$ cat config.mk
export PLATFORM = sky130hd
export DESIGN_NAME = reg_port_arbiter
export DESIGN_NICKNAME = d
export VERILOG_FILES = /design/src/rtl/reg_port_arbiter.sv
export SDC_FILE = /design/constraint.sdc
export NUM_CORES = 1
export LEC_CHECK = 0
export CAP_MARGIN = 20
export CORE_MARGIN = 2
export CORE_UTILIZATION = 50
export DETAILED_ROUTE_END_ITERATION = 8
export DONT_BUFFER_PORTS = 1
export GPL_TIMING_DRIVEN = 0
export HOLD_SLACK_MARGIN = 0.02
export PLACE_DENSITY = 0.75
export SLEW_MARGIN = 20
export SYNTH_ARGS = -nofsm -noshare
export SYNTH_HDL_FRONTEND = slang
export SYNTH_SLANG_ARGS = --single-unit
$ cat constraint.sdc
create_clock -name clock -period 2.1 [get_ports clock]
set_clock_uncertainty 0.2 [all_clocks]
set_input_delay 0.21 -clock clock [delete_from_list [all_inputs] [get_ports clock]]
set_output_delay 0.21 -clock clock [all_outputs]
set_load 0.01 [all_outputs]
$ cat src/rtl/reg_port_arbiter.sv
// Two-requester arbiter in front of a register bank with one write port and one read port.
// Optional REG_ARB_ROUND_ROBIN_EN: ties alternate between requesters instead of favouring A.
module reg_port_arbiter #(
  parameter int unsigned ADDR_W = 5,
  parameter int unsigned DATA_W = 32
) (
  input  logic              clock,
  input  logic              reset,
  input  logic              a_valid,
  input  logic              a_write,
  input  logic [ADDR_W-1:0] a_addr,
  input  logic [DATA_W-1:0] a_wdata,
  output logic              a_ready,
  output logic              a_resp_valid,
  input  logic              b_valid,
  input  logic              b_write,
  input  logic [ADDR_W-1:0] b_addr,
  input  logic [DATA_W-1:0] b_wdata,
  output logic              b_ready,
  output logic              b_resp_valid,
  output logic [DATA_W-1:0] resp_data,
  output logic [ADDR_W-1:0] reg_write_address,
  output logic [DATA_W-1:0] reg_write_data,
  output logic              reg_write,
  output logic [ADDR_W-1:0] reg_read_address,
  output logic              reg_read,
  input  logic [DATA_W-1:0] reg_read_data,
  output logic              busy
);

  typedef enum logic [1:0] {StIdle, StWrite, StRead, StRdData} state_e;

  state_e              state_q;
  logic                id_b_q;
  logic [ADDR_W-1:0]   addr_q;
  logic [DATA_W-1:0]   wdata_q;
  logic                reg_write_q;
  logic                reg_read_q;
  logic                a_resp_valid_q;
  logic                b_resp_valid_q;

  logic                idle;
  logic                grant_b;
  logic                accept;
  logic                sel_write;
  logic [ADDR_W-1:0]   sel_addr;
  logic [DATA_W-1:0]   sel_wdata;

`ifdef REG_ARB_ROUND_ROBIN_EN
  logic last_b_q;
  // On a tie, B wins only if A was granted most recently.
  assign grant_b = b_valid && (!a_valid || !last_b_q);
`else
  assign grant_b = b_valid && !a_valid;
`endif

  // Gating with reset keeps a request from being accepted while state is being cleared.
  assign idle    = (state_q == StIdle) && !reset;
  assign a_ready = idle && a_valid && !grant_b;
  assign b_ready = idle && grant_b;
  assign accept  = a_ready || b_ready;

  assign sel_write = grant_b ? b_write : a_write;
  assign sel_addr  = grant_b ? b_addr  : a_addr;
  assign sel_wdata = grant_b ? b_wdata : a_wdata;

  always_ff @(posedge clock) begin
    if (reset) begin
      state_q        <= StIdle;
      id_b_q         <= 1'b0;
      addr_q         <= '0;
      wdata_q        <= '0;
      reg_write_q    <= 1'b0;
      reg_read_q     <= 1'b0;
      a_resp_valid_q <= 1'b0;
      b_resp_valid_q <= 1'b0;
`ifdef REG_ARB_ROUND_ROBIN_EN
      last_b_q       <= 1'b1;
`endif
    end else begin
      reg_write_q    <= 1'b0;
      reg_read_q     <= 1'b0;
      a_resp_valid_q <= 1'b0;
      b_resp_valid_q <= 1'b0;
      unique case (state_q)
        StIdle: begin
          if (accept) begin
            id_b_q  <= grant_b;
            addr_q  <= sel_addr;
            wdata_q <= sel_wdata;
`ifdef REG_ARB_ROUND_ROBIN_EN
            last_b_q <= grant_b;
`endif
            if (sel_write) begin
              state_q <= StWrite;
              // Address 0 is hardwired zero: walk the FSM but never strobe the bank.
              reg_write_q <= (sel_addr != '0);
            end else begin
              state_q    <= StRead;
              reg_read_q <= 1'b1;
            end
          end
        end
        StWrite: state_q <= StIdle;
        StRead: begin
          state_q        <= StRdData;
          a_resp_valid_q <= !id_b_q;
          b_resp_valid_q <= id_b_q;
        end
        StRdData: state_q <= StIdle;
        default:  state_q <= StIdle;
      endcase
    end
  end

  assign reg_write         = reg_write_q;
  assign reg_write_address = addr_q;
  assign reg_write_data    = wdata_q;
  assign reg_read          = reg_read_q;
  assign reg_read_address  = addr_q;
  assign a_resp_valid      = a_resp_valid_q;
  assign b_resp_valid      = b_resp_valid_q;
  assign busy              = (state_q != StIdle);

  // Bank data arrives in RD_DATA itself, so it is passed through rather than registered.
  assign resp_data = ((state_q == StRdData) && (addr_q != '0)) ? reg_read_data : '0;

endmodule
==> results.yml, run 1 <==
yosys:
  synth_top_family_by_area: "compound AO/OA/AOI/OAI gates"
  synth-compound-area-share_pct: 31.6
  syn_inst: 289
  yosys.area_share.adder_pct: 0
  synth-seq-cells: 44
  avgSynthCellArea_um2: 8.53
  synth.area.mux_share_pct: 0
  yosys_warnings: 0
  synth-seq-area-share_pct: 35.7
  synth-simple-area-share_pct: 23.5
  synth_xor_area_share_pct: 0
  synth_area_um2: 2460
  yosysUniqueCellTypes: 30
  synth_fp_nets: 401
run:
  maxCapViolations: 0
floorplan:
  ios: 193
  die_x_um: 74.2
  std_cell_rows: 25
  core_um2: 4720
  die-area_um2: 5510
  die_height_um: 74.2
  start_util_pct: 52.2
setup_path:
  critical_path_class: "flip-flop to output pin"
  rr_worst_depth: 4
  path_max_fanout: 8
  worstSetupEndpoint: "resp_data[8]"
  crit_start: "reg_read_address[0]"
  rrSetupSlack_ns: 0.25
  critPathArrivalTime_ns: 1.78
  rr_endpoint: "reg_write_data[16]"
  worstPathRequired_ns: 1.69
  cp-start-kind: "flip-flop"
  endpoint_kind: "output pin"
  r2r-start: "state_q[1]"
layout:
  stdcell_area_um2: 3540
  fillCellCount: 342
  syn_to_final_growth_pct: 43.5
  drive_gt1_share_pct: 24.9
  diodes: 0
  fin_nets: 489
  stdcell_count: 445
  fin_util_pct: 74.9
placed_design:
  place_ws_ns: 0.210
  numPlacedInstances: 356
  port_buffers: 0
  placed_cell_area_um2: 2550
  place.gp.congestion: 0.782
  hpwl_um: 5420
timing:
  tightest_slew_ns: 0.756
  slew_violations: 0
  setup_viol: 31
  rsz0062_at_grt: "true"
  finalSetupTns_ns: -2.33
  setup_slack_ns: -0.0878
  fmax_ghz: 0.457
  min_period_ns: 2.19
  hold_violations: 0
  relSlewSlack_pct: 49.6
  finalCritPeriodShare_pct: 104
pwr:
  internal_power_mw: 1.44
  switching_share_pct: 32.7
  p_leak_nw: 1.36
  ir_drop_uv: 361
  pwr-share-seq_pct: 48.4
  clkPwrFrac_pct: 24.8
  power.density_nw_per_um2: 606
  pwr-share-comb_pct: 26.8
  switchingPower_uw: 700
grt:
  grt_pass1_wl_um: 12400
  grt_pass1_vias: 2550
  grt_remaining_overflow: 0
  grt_antenna_before_repair: 0
  grt_usage_pct: 30.2
  grt_start_max_net_pins: 14
cts:
  clkLatencyLatePin_ns: 0.28
  cts_tree: "yes"
  cts_buffers: 5
  root_buffer: "clkbuf_8"
  clock-sinks: 44
  cts_max_level: 2
  clk_pin_slew_worst_paths_ns: 0.09
  cts_buffer_depth: 2
  postCtsSetupRepairBufs: 0
detailed_routing:
  drc: 0
  drt-vias-per-instance: 5.87
  vias: 2610
  drt_iter0_markers: 69
  ant_nets: 0
  drt-pass1-iter-count: 4
  wl_per_cell_um: 19.9
  routed_wl_um: 8860
hold_path:
  min_path_type: "input pin to flip-flop"
status:
  violations: "negative setup slack"
  status: "finished, violations left"
==> synthesized netlist by cell type <==
| library cell | number | area (µm²) |
|---|---|---|
| a211oi_1 | 1 | 7.51 |
| a21boi_0 | 1 | 7.51 |
| a21boi_1 | 1 | 7.51 |
| a21oi_1 | 39 | 195 |
| a311oi_1 | 7 | 61.3 |
| a311oi_2 | 30 | 450 |
| and2_1 | 34 | 213 |
| and3_1 | 1 | 6.26 |
| buf_1 | 1 | 3.75 |
| buf_2 | 7 | 35.0 |
| buf_4 | 6 | 45.0 |
| buf_6 | 7 | 78.8 |
| clkbuf_1 | 13 | 48.8 |
| dfxtp_1 | 44 | 881 |
| inv_1 | 4 | 15.0 |
| nand2_1 | 76 | 285 |
| nand2b_1 | 1 | 6.26 |
| nand3b_1 | 1 | 7.51 |
| nor2_1 | 3 | 11.3 |
| nor2b_1 | 1 | 6.26 |
| nor3_1 | 1 | 5.00 |
| nor3_2 | 1 | 10.0 |
| o2111ai_1 | 1 | 8.76 |
| o211ai_1 | 1 | 7.51 |
| o21ai_0 | 1 | 5.00 |
| o21bai_1 | 1 | 7.51 |
| o311a_4 | 1 | 21.3 |
| or2_0 | 1 | 6.26 |
| or3_1 | 1 | 6.26 |
| or4_1 | 2 | 15.0 |
==> final cells by class <==
| class | count | area [µm²] | share of cell area (%) |
|---|---|---|---|
| Sequential cell | 44 | 888 | 25.1 |
| Buffer | 34 | 211 | 5.98 |
| Clock inverter | 1 | 8.76 | 0.248 |
| Inverter | 4 | 15.0 | 0.425 |
| Tap cell | 67 | 83.8 | 2.37 |
| Clock buffer | 7 | 76.3 | 2.16 |
| Multi-Input combinational cell | 207 | 1440 | 40.7 |
| Timing Repair Buffer | 81 | 815 | 23.0 |
==> worst max-delay path, stage by stage (launching register included) <==
cell and delay [ns]:
dfxtp_4 0.37, or3_4 0.38, o311a_4 0.42, buf_6 0.14, and2_4 0.15
==> registers in the layout, summed over array words and instances, names as in the netlist <==
name	flops
reg_write_data	32
reg_read_address	5
state_q	2
a_resp_valid	1
b_resp_valid	1
id_b_q	1
reg_read	1
reg_write	1
==> power by group through the flow <==
stage / Clock (mW) / Sequential [mW] / Combinational, mW
after global placement: 0 / 1.05 / 0.419
after floorplan: 0 / 1.03 / 0.360
after detailed placement: 0 / 1.05 / 0.429
final: 0.531 / 1.04 / 0.574
after CTS: 0.540 / 1.03 / 0.552
after global routing: 0.575 / 1.05 / 0.621
==> metal layers <==
layer	share of wire, %	global-route usage [%]	vias up
li1	-	-	1188
met1	37	33.2	1232
met2	51	53.5	160
met3	8.7	9.49	30
met4	3.2	13.1	0
met5	0	0	-
==> logic make-up (layout without fill, tap and decap cells) <==
group / Yosys count / after routing
AND/OR/NAND/NOR: 123 / 123
AO/OA/AOI/OAI: 84 / 84
buffers and inverters: 38 / 127
flip-flops: 44 / 44
==> through the flow <==
step	hold WS [ns]	total power [mW]
finish	0.0323	2.14
global route	0.0490	2.24
CTS	0.0203	2.12
detailed placement	0.117	1.48
global placement	0.114	1.47
floorplan	0.107	1.39
==> layout by cell type, fill, tap and decap left out, drive strengths merged <==
cell type    synthesis  routed
a311oi              37      37
o311a                1       1
nor3                 2       2
or2                  1       1
dlygate4sd3          0      78
nor2b                1       1
o211ai               1       1
a21oi               39      39
nand3b               1       1
inv                  4       4
dfxtp               44      44
o2111ai              1       1
and2                34      34
nor2                 3       3
clkinv               0       1
o21bai               1       1
and3                 1       1
a211oi               1       1
clkbuf              13      20
a21boi               2       2
or4                  2       2
buf                 21      24
o21ai                1       1
nand2               76      76
nand2b               1       1
or3                  1       1
==> repair_timing <==
item | in CTS | in global routing
hold buffers | 78 | 0
pin swaps | 0 | 32
resized for setup | 23 | 19
gates cloned | 1 | 2
endpoints found under the hold margin | 41 | 0
endpoints found under the setup margin | 30 | 30
==> worst min path at each step <==
stage,startpoint,to,slack (ns),cells after the start
after floorplan,a_valid,id_b_q,0.11,1
final,b_addr[4],reg_write,0.03,3
after CTS,b_addr[4],reg_write,0.02,3
after detailed placement,a_valid,id_b_q,0.12,1
after global placement,a_valid,id_b_q,0.11,1
after global routing,b_addr[4],reg_write,0.05,3
Note: power is estimated with default switching activity, not from simulation.
==> inputs of run 2 (changes only) <==
- CORE_UTILIZATION: 50 -> 36
- PLACE_DENSITY: 0.75 -> 0.6
==> results.yml, run 2 (synthesis gave the netlist of run 1 again) <==
status:
  status: "finished, violations left"
  violations: "negative setup slack"
grt:
  grt_antenna_before_repair: 0
  grt_start_max_net_pins: 15
  met3_usage_pct: 4.86
  grt_usage_pct: 23.0
  grt_pass1_vias: 2655
  grt_use_met1_pct: 24.0
  grt_remaining_overflow: 0
  grt_pass1_wl_um: 13400
  grt.met2_usage_pct: 45.0
  grt.busiest_layer: "met2"
cts:
  postCtsSetupRepairBufs: 0
  clock-sinks: 44
  clk_pin_slew_worst_paths_ns: 0.09
  cts_buffer_depth: 2
  cts_max_level: 2
  clkLatencyLatePin_ns: 0.30
  cts_buffers: 5
  root_buffer: "clkbuf_8"
  cts_tree: "yes"
layout:
  stdcell_count: 458
  final_common_cell: "dlygate4sd3_1"
  drive_gt1_share_pct: 25.4
  syn_to_final_growth_pct: 45.5
  largest_register_ffs: 32
  stdcell_area_um2: 3590
  fin_nets: 489
  diodes: 0
  layout_common_cells: "78 x dlygate4sd3_1, 76 x nand2_1, 42 x dfxtp_1"
placed_design:
  place.gp.congestion: 0.786
  placed_cell_area_um2: 2560
  hpwl_um: 6010
  numPlacedInstances: 369
  port_buffers: 0
pwr:
  total_power_mw: 2.31
  ir_drop_uv: 286
  power.density_nw_per_um2: 644
  p_leak_nw: 1.38
detailed_routing:
  ant_nets: 0
  wl_per_cell_um: 19.9
  drt-vias-per-instance: 5.63
  vias: 2580
  drt-pass1-iter-count: 5
  drc: 0
  drt_iter0_markers: 70
  routed_wl_um: 9130
timing:
  hold_violations: 0
  slew_violations: 0
  finalCritPeriodShare_pct: 102
  tightest_slew_ns: 0.752
  finalSetupTns_ns: -1.12
  setup_viol: 30
  fmax_ghz: 0.467
  min_period_ns: 2.14
  setup_slack_ns: -0.0433
  relSlewSlack_pct: 49.9
  rsz0062_at_grt: "true"
setup_path:
  cp_slowest_cell: "dfxtp_4"
  path_max_fanout: 8
  worstPathRequired_ns: 1.69
  critPathArrivalTime_ns: 1.73
  cp-start-kind: "flip-flop"
  critical_path_class: "flip-flop to output pin"
  slowest_delay_ns: 0.38
  cp_cell_sequence: "or3_4, o311a_4, buf_6, and2_4"
  endpoint_kind: "output pin"
floorplan:
  std_cell_rows: 30
  core_um2: 6720
  die_x_um: 86.7
  die_height_um: 86.7
  start_util_pct: 36.7
  die-area_um2: 7520
  ios: 193
run:
  maxCapViolations: 0
hold_path:
  min_path_type: "input pin to flip-flop"
run 2: cell count changes in the layout (fill, tap and decap cells not counted), sizes merged:
cell and delta:
bufinv +1, clkbuf -1
run 2: worst max-delay path: cells and delay by family (launching register included):
kind,cells,cell delay (ns)
compound gates,1,0.38
buf+inv,1,0.15
simple gates,2,0.52
flops,1,0.38
run 2: per-layer routing:
metal	up-vias	part of all wire, %
li1	1183	-
met2	154	53
met5	-	0
met3	23	7.0
met4	0	2.4
met1	1220	37
run 2: repair_timing:
| action | CTS | global route |
|---|---|---|
| resized for setup | 40 | 0 |
| setup endpoints to repair | 32 | 32 |
| pin swaps | 32 | 1 |
| hold buffers | 78 | 0 |
| cloned | 3 | 0 |
| endpoints found under the hold margin | 40 | 0 |
run 2: final timing paths:
check | depth (start not counted) | endpoint | slack, ns | startpoint
worst max register to register | 4 | reg_write_data[15] | 0.28 | state_q[0]
worst max-delay path | 4 | resp_data[9] | -0.04 | reg_read_address[4]
worst min-delay path | 3 | reg_read | 0.04 | a_write
worst min register to register | 1 | a_resp_valid | 0.25 | id_b_q
run 2: per-stage QoR:
step	hold slack [ns]	setup slack (ns)	utilization [%]
finish	0.0351	-0.0433	53.4
global route	0.0681	-0.0935	53.4
CTS	0.0435	-0.103	53.4
detailed placement	0.113	0.192	38.2
global placement	0.110	0.212	38.2
floorplan	0.107	0.332	-
run 2: cell type report:
| class | instances | area [µm²] |
|---|---|---|
| multi-input combinational | 207 | 1440 |
| tap | 80 | 100 |
| fill | 583 | 3130 |
| sequential | 44 | 886 |
| timing repair buffer | 81 | 815 |
| clock inverter | 2 | 38.8 |
| inverter | 4 | 15.0 |
| clock buffer | 6 | 82.6 |
| buffer | 34 | 211 |
run 2: power breakdown:
part / leakage [nW] / internal [mW] / switching, mW
sequential: 0.364 / 0.923 / 0.112
clock: 0.0614 / 0.389 / 0.309
combinational: 0.954 / 0.281 / 0.294
